### src/rtl/pool_sched.sv
// pool_sched: sequencer for the 5-sample max-pooling datapath.
// Streams each channel's samples from the feature buffer into the pooling unit, frames
// pool_en with one trailing flush cycle, captures each pooled result at its fixed result
// cycle and writes it to the output buffer. Handles cfg_ch channels back-to-back.
//
// Ports:
//   clk, rst           clock, synchronous active-high reset
//   start              one-cycle request, accepted only when idle
//   cfg_len, cfg_ch    windows per channel, channel count (latched on accepted start)
//   in_base, out_base  feature / output buffer base addresses (latched on accepted start)
//   rd_en, rd_addr     feature buffer read port; rd_data returns one cycle later
//   pool_en, pool_x    pooling unit enable and sample
//   pool_y             pooling unit result
//   wr_en, wr_addr,    output buffer write port
//   wr_data
//   busy, done         status to the layer controller
module pool_sched #(
  parameter int unsigned DATA_W  = 8,
  parameter int unsigned ADDR_W  = 12,
  parameter int unsigned LEN_W   = 8,
  parameter int unsigned CH_W    = 6,
  parameter int unsigned POOL    = 5,
  parameter int unsigned RES_OFS = 7
) (
  input  logic              clk,
  input  logic              rst,
  input  logic              start,
  input  logic [LEN_W-1:0]  cfg_len,
  input  logic [CH_W-1:0]   cfg_ch,
  input  logic [ADDR_W-1:0] in_base,
  input  logic [ADDR_W-1:0] out_base,
  output logic              rd_en,
  output logic [ADDR_W-1:0] rd_addr,
  input  logic [DATA_W-1:0] rd_data,
  output logic              pool_en,
  output logic [DATA_W-1:0] pool_x,
  input  logic [DATA_W-1:0] pool_y,
  output logic              wr_en,
  output logic [ADDR_W-1:0] wr_addr,
  output logic [DATA_W-1:0] wr_data,
  output logic              busy,
  output logic              done
);

  // Channel-local cycle counter must reach POOL*W+3.
  localparam int unsigned TW = LEN_W + $clog2(POOL) + 2;
  localparam int unsigned CW = $clog2(RES_OFS + POOL + 2);

  // Countdown to the next result cycle: first result RES_OFS+1 cycles after the first read,
  // then one every POOL cycles.
  localparam logic [CW-1:0] WcdFirst = CW'(RES_OFS + 1);
  localparam logic [CW-1:0] WcdNext  = CW'(POOL - 1);

  typedef enum logic [1:0] {StIdle, StRun, StDrain, StDone} state_e;

  state_e            state_q, state_d;
  logic [TW-1:0]     t_q, t_d;
  logic [CW-1:0]     wcd_q, wcd_d;
  logic [LEN_W-1:0]  len_q, len_d;
  logic [CH_W-1:0]   chn_q, chn_d;
  logic [CH_W-1:0]   ch_q, ch_d;
  // Channels are laid out contiguously, so the pointers simply keep counting across
  // channels; this equals base + ch*POOL*W + i truncated to ADDR_W.
  logic [ADDR_W-1:0] rd_ptr_q, rd_ptr_d;
  logic [ADDR_W-1:0] wr_ptr_q, wr_ptr_d;

  logic [TW-1:0] n_rd;
  assign n_rd = TW'(len_q) * TW'(POOL);

  always_comb begin
    state_d  = state_q;
    t_d      = t_q;
    wcd_d    = wcd_q;
    len_d    = len_q;
    chn_d    = chn_q;
    ch_d     = ch_q;
    rd_ptr_d = rd_ptr_q;
    wr_ptr_d = wr_ptr_q;
    rd_en    = 1'b0;
    pool_en  = 1'b0;
    wr_en    = 1'b0;
    busy     = 1'b0;
    done     = 1'b0;

    unique case (state_q)
      StIdle: begin
        if (start) begin
          len_d    = cfg_len;
          chn_d    = cfg_ch;
          rd_ptr_d = in_base;
          wr_ptr_d = out_base;
          ch_d     = '0;
          t_d      = '0;
          wcd_d    = WcdFirst;
          state_d  = (cfg_len == '0 || cfg_ch == '0) ? StDone : StRun;
        end
      end
      StRun, StDrain: begin
        busy = 1'b1;
        t_d  = t_q + TW'(1);
        if (wcd_q == '0) begin
          wr_en    = 1'b1;
          wr_ptr_d = wr_ptr_q + ADDR_W'(1);
          wcd_d    = WcdNext;
        end else begin
          wcd_d = wcd_q - CW'(1);
        end

        if (state_q == StRun) begin
          rd_en    = 1'b1;
          // Read data lands one cycle later, so pool_en lags rd_en by one cycle.
          pool_en  = (t_q != '0);
          rd_ptr_d = rd_ptr_q + ADDR_W'(1);
          if (t_q == n_rd - TW'(1)) begin
            state_d = StDrain;
          end
        end else begin
          // Includes the single flush cycle after the last sample.
          pool_en = (t_q <= n_rd + TW'(1));
          if (t_q == n_rd + TW'(3)) begin
            // Last result of this channel is being written now.
            if (ch_q == chn_q - CH_W'(1)) begin
              state_d = StDone;
            end else begin
              ch_d    = ch_q + CH_W'(1);
              t_d     = '0;
              wcd_d   = WcdFirst;
              state_d = StRun;
            end
          end
        end
      end
      StDone: begin
        done    = 1'b1;
        state_d = StIdle;
      end
      default: state_d = StIdle;
    endcase
  end

  // Data/address outputs are forced to zero outside their strobes.
  assign rd_addr = rd_en   ? rd_ptr_q : '0;
  assign pool_x  = pool_en ? rd_data  : '0;
  assign wr_addr = wr_en   ? wr_ptr_q : '0;
  assign wr_data = wr_en   ? pool_y   : '0;

  always_ff @(posedge clk) begin
    if (rst) begin
      state_q  <= StIdle;
      t_q      <= '0;
      wcd_q    <= '0;
      len_q    <= '0;
      chn_q    <= '0;
      ch_q     <= '0;
      rd_ptr_q <= '0;
      wr_ptr_q <= '0;
    end else begin
      state_q  <= state_d;
      t_q      <= t_d;
      wcd_q    <= wcd_d;
      len_q    <= len_d;
      chn_q    <= chn_d;
      ch_q     <= ch_d;
      rd_ptr_q <= rd_ptr_d;
      wr_ptr_q <= wr_ptr_d;
    end
  end

endmodule
### config.mk
export PLATFORM = sky130hd
export DESIGN_NAME = pool_sched
export DESIGN_NICKNAME = d
export VERILOG_FILES = /design/src/rtl/pool_sched.sv
export SDC_FILE = /design/constraint.sdc
export NUM_CORES = 1
export LEC_CHECK = 0
export ABC_CLOCK_PERIOD_IN_PS = 7650
export CORE_MARGIN = 2
export CORE_UTILIZATION = 59
export CTS_BUF_LIST = sky130_fd_sc_hd__clkbuf_8
export DETAILED_ROUTE_END_ITERATION = 8
export PLACE_DENSITY = 0.89
export SYNTH_ARGS = -nofsm -noshare
export SYNTH_HDL_FRONTEND = slang
export SYNTH_SLANG_ARGS = --single-unit
### constraint.sdc
create_clock -name clk -period 7.65 [get_ports clk]
set_input_delay 1.53 -clock clk [delete_from_list [all_inputs] [get_ports clk]]
set_output_delay 1.53 -clock clk [all_outputs]
set_load 0.02 [all_outputs]
Word-level counts from Yosys, hierarchy flattened
Cells that the tools add are included.
- register bits after elaboration: 63
- bits in latches: 0
- memory bits (writable): 0
- ROM bits: 0
- input bits: 57
- output and inout port bits: 45
- logic and storage cells: 88
- memories: 0
- add/subtract/negate cells: 9
- $mul: 1
- divide/modulo/power cells: 0
- $lt $le $gt $ge: 1
- equal/unequal tests: 14
- shift operators: 0
- mux-type cells: 41
- bitwise operators: 0
- reduce and logical (&&, ||, !) cells: 14
- operator list (operator ; count):
    $mux W12 ; 6
    $mux W13 ; 4
    $pmux W12 S2 ; 2
    $pmux W13 S2 ; 1
    $add A12 B1 Y12 const B ; 2
    $mux W6 ; 4
    $mux W4 ; 5
    $mux W8 ; 2
    $add A13 B1 Y13 const B ; 1
    $eq A13 B12 Y1 ; 1
    $eq A13 B13 Y1 ; 1
    $le A13 B12 Y1 ; 1
    $reduce_bool A13 Y1 ; 1
    $add A11 B1 Y12 const B ; 1
    $add A11 B2 Y12 const B ; 1
    $mux W2 ; 6
    $ne A2 B2 Y1 const B ; 6
    $pmux W6 S2 ; 1
    $sub A11 B1 Y12 const B ; 1
    $mul A8 B3 Y11 const B ; 1
    $reduce_and A3 Y1 ; 3
    $logic_not A8 Y1 ; 1
    $mux W1 ; 8
    $pmux W4 S2 ; 1
    16 further kinds ; 19

Depth between registers and ports, before layout
Gate-level depths: netlist (run 1).
- depth in word-level cells: 6
- gate-level depth with buffers: 16
- gate-level depth less buffers: 15

Worst setup path before layout (run 1)
Ideal clock, no wire load.
- path type: flip-flop to output port
- start: register len_q[1]
- end: output port pool_x[0]
- arrival: 4.200 ns
- data required time: 6.120 ns
- setup slack: 1.920 ns
- stages on the path, launching flop included: 17
- buffers on the path: 1
- cells stage by stage: dfxtp_1 -> ha_1 -> ha_1 -> fa_1 -> nand3_1 -> a311o_1 -> or4_1 -> buf_2 -> nor2_1 -> a31oi_1 -> ha_1 -> nand4b_1 -> nor4_1 -> nor2_1 -> o21ai_0 -> nand3_1 -> nor3b_1
- longest elaborated chain between the ends: 6
- ends and longest elaborated chain (item ; RTL line ; source):
    start, declared ; 59 ; logic [LEN_W-1:0] len_q, len_d;
    start signal, assigned ; 161 ; len_q <= len_d;
    $mul A8 B3 Y11 ; 68 ; assign n_rd = TW'(len_q) * TW'(POOL);
    $add A11 B1 Y12 ; 119 ; pool_en = (t_q <= n_rd + TW'(1));
    $le A13 B12 Y1 ; 119 ;
    $mux W1 ; 109 ; if (state_q == StRun) begin
    $mux W1 ; 85 ; unique case (state_q)
    $mux W8 ; 143 ; assign pool_x = pool_en ? rd_data : '0;
    end, declared ; 36 ; output logic [DATA_W-1:0] pool_x,
No other way between the ends.

Final worst setup path (run 1)
- start: register len_q[1]
- end: output port pool_x[5]
Same word-level chain as after synthesis.

==> metrics.md, run 1 <==
| Metric | Value |
|---|---|
| Outcome | `finished clean` |
| Max-cap viol count | `0` |
| Crit path DAT | `5.48 ns` |
| Worst path buffer plus inverter count | `1` |
| Commonest non-fill, non-tap cells in the layout | `clkdlybuf4s50_1, nand2_1, dfxtp_1` |
| Post-layout instance area | `6440 µm²` |
| Clock root cell | `clkbuf_8` |
| Layout Skew | `0.0116 ns` |
| Antenna violations before repair | `0` |
| First-pass GRT wire length | `roughly 25 mm` |
| Met3 routed WL | `830 µm` |
| FF/Latch Area | `1260 µm²` |
| Clock slew at reported path FFs | `0.07 ns` |
| Tot Pwr | `approximately 0.0023 W` |
| Critical Path Most Common Cell | `ha_1` |
| DRT Wirelength | `14.5 mm` |
| Hold slack final | `0.488 ns` |
| Crit. End Element | `output pin` |
| Area of the core | `8640 µm²` |
| Ys flop type | `dfxtp_1` |
| Metal-1 WL | `just over 6 mm` |
| Hold-fix buffers at CTS | `0` |
| Vias/cell | `between 6 and 7` |
| Slew headroom | `0.254` |
| Mux cell area share after synthesis | `0.00577` |
| Largest family of logic cells by synthesized area | `simple AND/OR/NAND/NOR gates` |
| Ant. Diodes | `0` |
| Lkg Pwr | `2.45 nW` |
| Gr usage total | `0.304` |
| Highest routed layer | `met4` |
| Placed inst area | `6220 µm²` |
| Largest net degree at the start of global routing | `roughly 70` |
| Maximum buffer depth of the clock tree | `2` |
| Initial Util | `0.603` |
| CP max stage delay | `0.66 ns` |
| Post-CTS Resized | `0` |
| Post-Syn Area | `5210 µm²` |
| Ys Warns | `0` |
| Distinct cells, synth | `69` |
| Grt ovf | `0` |
| Worst hold path class | `reg -> reg` |
| Flops & latches, synth | `between 60 and 70` |
| Final ANT Viol Nets | `0` |
| Compound-Gate Fraction of Synth Area | `0.218` |
| Slew at the pin with the worst max-slew slack | `1.11 ns` |
| Area growth syn-to-layout | `23.6%` |
| Max VDD drop | `0.401 mV` |
| Fin. max-slew vios | `0` |
| Area contributors post-synth | `dfxtp_1, ha_1, nand2_1, a21oi_1, xnor2_1` |
| Vias in the first global route | `about 5400` |
| Final Cycle Share | `0.917` |
| DIE HEIGHT | `98.0 µm` |
| Clock Sinks | `63` |
| Worst-path fanout max | `9` |
| PwrDens | `362 nW/µm²` |
| XOR/XNOR share of the synthesized area | `0.0922` |
| Synth Area in Adders | `0.0951` |
| # IOs | `~100` |
| Drt drc | `0` |
| Number of flops mapped to enable cells by yosys | `0` |
| Initial DRC count | `413` |
| Syn_nets | `795` |
| Crit path max-delay family | `simple AND/OR/NAND/NOR gates` |
| Register area share after synthesis | `0.242` |
| Post-synth top area share | `0.242` |
| RSZ-0062 raised after global routing | `false` |
| First-pass DRT Iterations | `5` |
| Multi-input gate area | `3700 µm²` |
| Final setup TNS | `0 ns` |
| Fmax | `143 MHz` |
| Syn_area_per_cell | `approximately 7.5 µm²` |
| Dpl hpwl | `10.7 mm` |
| Fillers | `646` |
| Leading area contributor after synthesis | `dfxtp_1` |
| DIE AREA | `9600 µm²` |
| # H-tree levels | `3` |
| Met2 Wirelength | `7.35 mm` |
| Share of cells above drive strength 1 | `0.0451` |
| Final count of negative-setup-slack endpoints | `0` |
| PortBufs | `101` |
| GP Congestion | `0.972` |
| Most common cell after layout, fill and taps aside | `clkdlybuf4s50_1` |
| Vias | `5484` |
| Die Span X | `98.0 µm` |
| Worst path required time | `about 6.1 ns` |
| Post-synth ARST share | `0` |
| Worst Setup Start Kind | `flip-flop` |
| Cells along the critical path | `ha_1 -> ha_1 -> fa_1 -> nand3_1 -> a311o_1 -> or4_1 -> nor2_1 -> a31oi_1 -> ha_1 -> nand4b_1 -> nor4_1 -> nor2_1 -> o21ai_0 -> nand3_1 -> nor3b_1 -> clkdlybuf4s50_1` |
| CTS tree | `done` |
| Final hold vios | `0` |
| Postcts setup bufs | `0` |
| Final min period | `7.01 ns` |
| Setup CP Type | `reg -> out` |
| Final #Nets | `slightly below 900` |
| Routed WL per cell | `16.4 µm` |
| Clock Latency Late Sink | `0.35 ns` |
| CP max-delay cell | `clkdlybuf4s50_1` |
| Synth Instances | `~700` |
| CTS Buf Count | `9` |
| Post-Synth Simple-Gate Area | `0.297` |
| Row cnt | `34` |
## synth_stat cells, types with 4 or more instances
master,n
a22oi_1,7
dfxtp_1,63
clkbuf_1,37
nor3_1,16
o22ai_1,9
o21a_1,4
a211oi_1,17
o211ai_1,5
or2_2,4
o31ai_1,5
o21ai_0,22
and2_1,19
o2bb2ai_1,4
inv_1,25
a21oi_1,48
a21o_1,5
or3_1,5
nor2b_1,6
a31oi_1,5
xor2_1,21
nor4_1,12
nor2_1,57
nand4_1,13
nand2_1,92
nor3b_1,11
ha_1,38
xnor2_1,26
nand3_1,30
and3_1,25
or4_1,4
## worst register-to-register path: stages (launching register included)
cell,delay [ns]
dfxtp_1,0.51
ha_1,0.31
ha_1,0.24
fa_1,0.61
nand3_1,0.18
a311o_1,0.35
or4_1,0.52
or4_4,0.58
a2111oi_0,0.72
a41oi_1,0.30
a31oi_1,0.23
a21boi_0,0.26
## metrics by stage
stage | utilization | worst slack, ns | std cells
global route | 0.745 | 0.253 | 884
finish | 0.745 | 0.636 | 884
floorplan | - | 1.92 | 699
detailed placement | 0.720 | 1.09 | 868
CTS | 0.745 | 0.671 | 884
global placement | 0.720 | 1.40 | 868
## kinds of logic after synthesis
logic type | after synthesis
compound gates | 167
xor+xnor | 50
fa+ha+maj | 39
buf+inv | 68
flops | 63
mux | 3
other cells | 1
simple gates | 308
## routing by layer
metal  vias up  GRT usage
li1       2660          -
met1      2585      0.383
met2       205      0.525
met3        34     0.0551
met4         0     0.0983
met5         -          0
## worst paths after layout
check | start | end | slack (ns) | cells past startpoint
max | len_q[1] | pool_x[5] | 0.64 | 16
min | chn_q[5] | chn_q[5] | 0.49 | 2
max reg2reg | len_q[1] | state_q[1] | 2.76 | 11
min reg2reg | chn_q[5] | chn_q[5] | 0.49 | 2
## layout make-up
type,instances,area share
Clock buffer,12,0.0257
Timing Repair Buffer,104,0.161
Tap cell,108,0.0210
Multi-Input combinational cell,568,0.574
Sequential cell,63,0.196
Inverter,25,0.0146
Clock inverter,4,0.00797
## sequential cells by signal, summed over array words and instances (netlist names)
name      cells
len_q         8
ch_q          6
rd_ptr_q     12
wr_ptr_q     12
state_q       2
chn_q         6
t_q          13
wcd_q         4
## power by group
part,total (W),switching (W),internal [W]
Combinational,0.00149,0.000889,0.000600
Sequential,0.000526,0.000107,0.000419
Clock,0.000317,0.000139,0.000178
(Power assumes the default switching activity.)
==> run 2, diff against run 1 <==
--- a/config.mk
+++ b/config.mk
@@ -7,10 +7,10 @@
 export LEC_CHECK = 0
 export ABC_CLOCK_PERIOD_IN_PS = 7650
 export CORE_MARGIN = 2
-export CORE_UTILIZATION = 59
+export CORE_UTILIZATION = 40
 export CTS_BUF_LIST = sky130_fd_sc_hd__clkbuf_8
 export DETAILED_ROUTE_END_ITERATION = 8
-export PLACE_DENSITY = 0.89
+export GPL_TIMING_DRIVEN = 1
 export SYNTH_ARGS = -nofsm -noshare
 export SYNTH_HDL_FRONTEND = slang
 export SYNTH_SLANG_ARGS = --single-unit
==> run 2 against run 1 <==
- final cell count is 7.1% higher
- clock power is 17% lower
- design area is 0.51% higher
- sequential power is 0.8% lower
- sequential share of layout area is 0.099 points lower
- power is 3.2% lower
==> metrics.md, run 2 (synthesis results as in run 1) <==
| Metric | Value |
|---|---|
| Final hold vios | `0 (unchanged)` |
| Ant. Diodes | `0 (unchanged)` |
| DIE AREA | `14000 µm² (+45%)` |
| Slew headroom | `0.307 (+0.0536)` |
| Drt drc | `0 (unchanged)` |
| Vias | `5243 (-4.4%)` |
| Length in cells of the worst reg-to-reg path | `11 (unchanged)` |
| Final count of negative-setup-slack endpoints | `0 (unchanged)` |
| Clock root cell | `clkbuf_8` |
| Hold slack final | `0.470 ns (-0.0177 ns)` |
| Clock Latency Late Sink | `0.35 ns (about the same)` |
| Area growth syn-to-layout | `24.2%` |
| First-pass GRT wire length | `24.6 mm (-0.31%)` |
| Crit. End Element | `output pin` |
| Fmax | `145 MHz (+2.0%)` |
| Setup WS pre-CTS | `1.18 ns (+0.0978 ns)` |
| RSZ-0062 raised after global routing | `false` |
| GP Congestion | `0.923 (-5.0%)` |
| Slew at the pin with the worst max-slew slack | `1.03 ns (-0.0800 ns)` |
| Initial DRC count | `320 (-23%)` |
| Setup WS post-layout | `0.775 ns (+0.139 ns)` |
| DIE HEIGHT | `118 µm (+21%)` |
| Worst flop-to-flop path endpoint | `state_q[0]` |
| Hold-fix buffers at CTS | `0 (unchanged)` |
| Worst hold path class | `reg -> reg` |
| Critical Path Most Common Cell | `ha_1` |
| Worst Setup Start Kind | `flip-flop` |
| Critical path startpoint | `len_q[1]` |
| Layout Skew | `0.0146 ns (+0.00294 ns)` |
| Post-CTS Resized | `0 (unchanged)` |
| Routed WL per cell | `15.4 µm (-6.1%)` |
| PortBufs | `101 (unchanged)` |
| Top Registers | `t_q x13, rd_ptr_q x12, wr_ptr_q x12` |
| Largest net degree at the start of global routing | `70 (-1.4%)` |
| Tot Pwr | `0.00226 W (-3.2%)` |
| Final min period | `6.87 ns (-0.139 ns)` |
| Maximum buffer depth of the clock tree | `2 (unchanged)` |
| PwrDens | `349 nW/µm² (-3.6%)` |
| Grt ovf | `0 (unchanged)` |
| Share of cells above drive strength 1 | `0.0439 (-0.00123)` |
| Worst path required time | `6.12 ns (about the same)` |
| Worst-path fanout max | `9 (unchanged)` |
| Clock Sinks | `63 (unchanged)` |
| Max-cap viol count | `0 (unchanged)` |
| Final core utilization | `0.511 (-0.235)` |
| Hold Path Sink | `wcd_q[1]` |
| Crit path DAT | `5.34 ns (-0.14 ns)` |
| CTS tree | `done` |
| Most common cell after layout, fill and taps aside | `clkdlybuf4s50_1` |
| Final ANT Viol Nets | `0 (unchanged)` |
| Hold path cells | `2 (unchanged)` |
| Postcts setup bufs | `0 (unchanged)` |
| CTS Buf Count | `9 (unchanged)` |
| Biggest register | `t_q` |
| Commonest non-fill, non-tap cells in the layout | `clkdlybuf4s50_1, nand2_1, dfxtp_1` |
| Area of the core | `12700 µm² (+47%)` |
| Lkg Pwr | `2.44 nW (-0.51%)` |
| Clock slew at reported path FFs | `0.07 ns (about the same)` |
| Row cnt | `41 (+21%)` |
| Fin. max-slew vios | `0 (unchanged)` |
| # H-tree levels | `3 (unchanged)` |
| Max VDD drop | `0.243 mV (-39%)` |
| FF-to-FF setup slack | `2.75 ns (about the same)` |
| Hold path startpoint | `wcd_q[1]` |
| Vias in the first global route | `5084 (-5.4%)` |
| Die Span X | `118 µm (+21%)` |
| Antenna violations before repair | `0 (unchanged)` |
| First-pass DRT Iterations | `4 (-1)` |
| R2R Path Start | `len_q[1]` |
| Vias/cell | `5.54 (-11%)` |
| Final #Nets | `867 (unchanged)` |
| # IOs | `102 (unchanged)` |
| Gr usage total | `0.211 (-0.0924)` |
| Initial Util | `0.411 (-0.192)` |
| DRT Wirelength | `14.6 mm (+0.55%)` |
| Outcome | `finished clean` |
| Cells along the critical path | `ha_1 -> ha_1 -> fa_1 -> nand3_1 -> a311o_1 -> or4_1 -> nor2_1 -> a31oi_1 -> ha_1 -> nand4b_1 -> nor4_1 -> nor2_1 -> o21ai_0 -> nand3_1 -> nor3b_1 -> clkdlybuf4s50_1` |
| Max reg flops | `13 (unchanged)` |
| Final Cycle Share | `0.899 (-0.0182)` |
| CP max stage delay | `0.65 ns (about the same)` |
| Final setup TNS | `0 ns (unchanged)` |
| CP max-delay cell | `clkdlybuf4s50_1` |
| Setup CP Type | `reg -> out` |
| Dpl hpwl | `11.1 mm (+3.8%)` |
[run 2: final cells by class]
cell class              instances  area, µm²
fillers                      1276       6200
repair buffers                104       1030
well taps                     172        215
multi-input cells             568       3700
inverters                      25       93.8
clock buffers                  11        151
flip-flops and latches         63       1260
clock inverters                 4       22.5
[run 2: worst max-delay path, delay by kind of cell (launching register included)]
family                   cells  cell delay [ns]
adder cells (fa/ha/maj)      4             1.45
AND/OR/NAND/NOR              8             1.86
AO/OA/AOI/OAI                3             0.56
buffers and inverters        1             0.65
flip-flops                   1             0.47
[run 2: power breakdown]
group          internal [W]  switching [W]  total [W]
logic              0.000599       0.000874    0.00147
clock network      0.000132       0.000131   0.000263
registers          0.000419       0.000103   0.000522
[run 2: worst max-delay path by stage]
stage | slack [ns] | end | depth (start not counted)
after floorplan | 1.92 | pool_x[0] | 16
after global placement | 1.41 | pool_x[0] | 16
after detailed placement | 1.18 | pool_x[2] | 16
after CTS | 0.80 | pool_x[2] | 16
after global routing | 0.35 | pool_x[2] | 16
final | 0.78 | pool_x[2] | 16
[run 2: per-stage QoR]
step	area, µm²	instances
after floorplan	5210	699
after global placement	6290	932
after detailed placement	6290	932
after CTS	6470	947
after global routing	6470	947
final	6470	947
[run 2: layer usage]
layer / GRT usage / wire length (µm) / part of all wire / vias to the layer above
met2: 0.353 / 6920 / 0.48 / 120
met4: 0.0633 / 239 / 0.016 / 0
met5: 0 / 0 / 0 / -
met3: 0.0378 / 544 / 0.037 / 17
li1: - / - / - / 2657
met1: 0.276 / 6860 / 0.47 / 2449
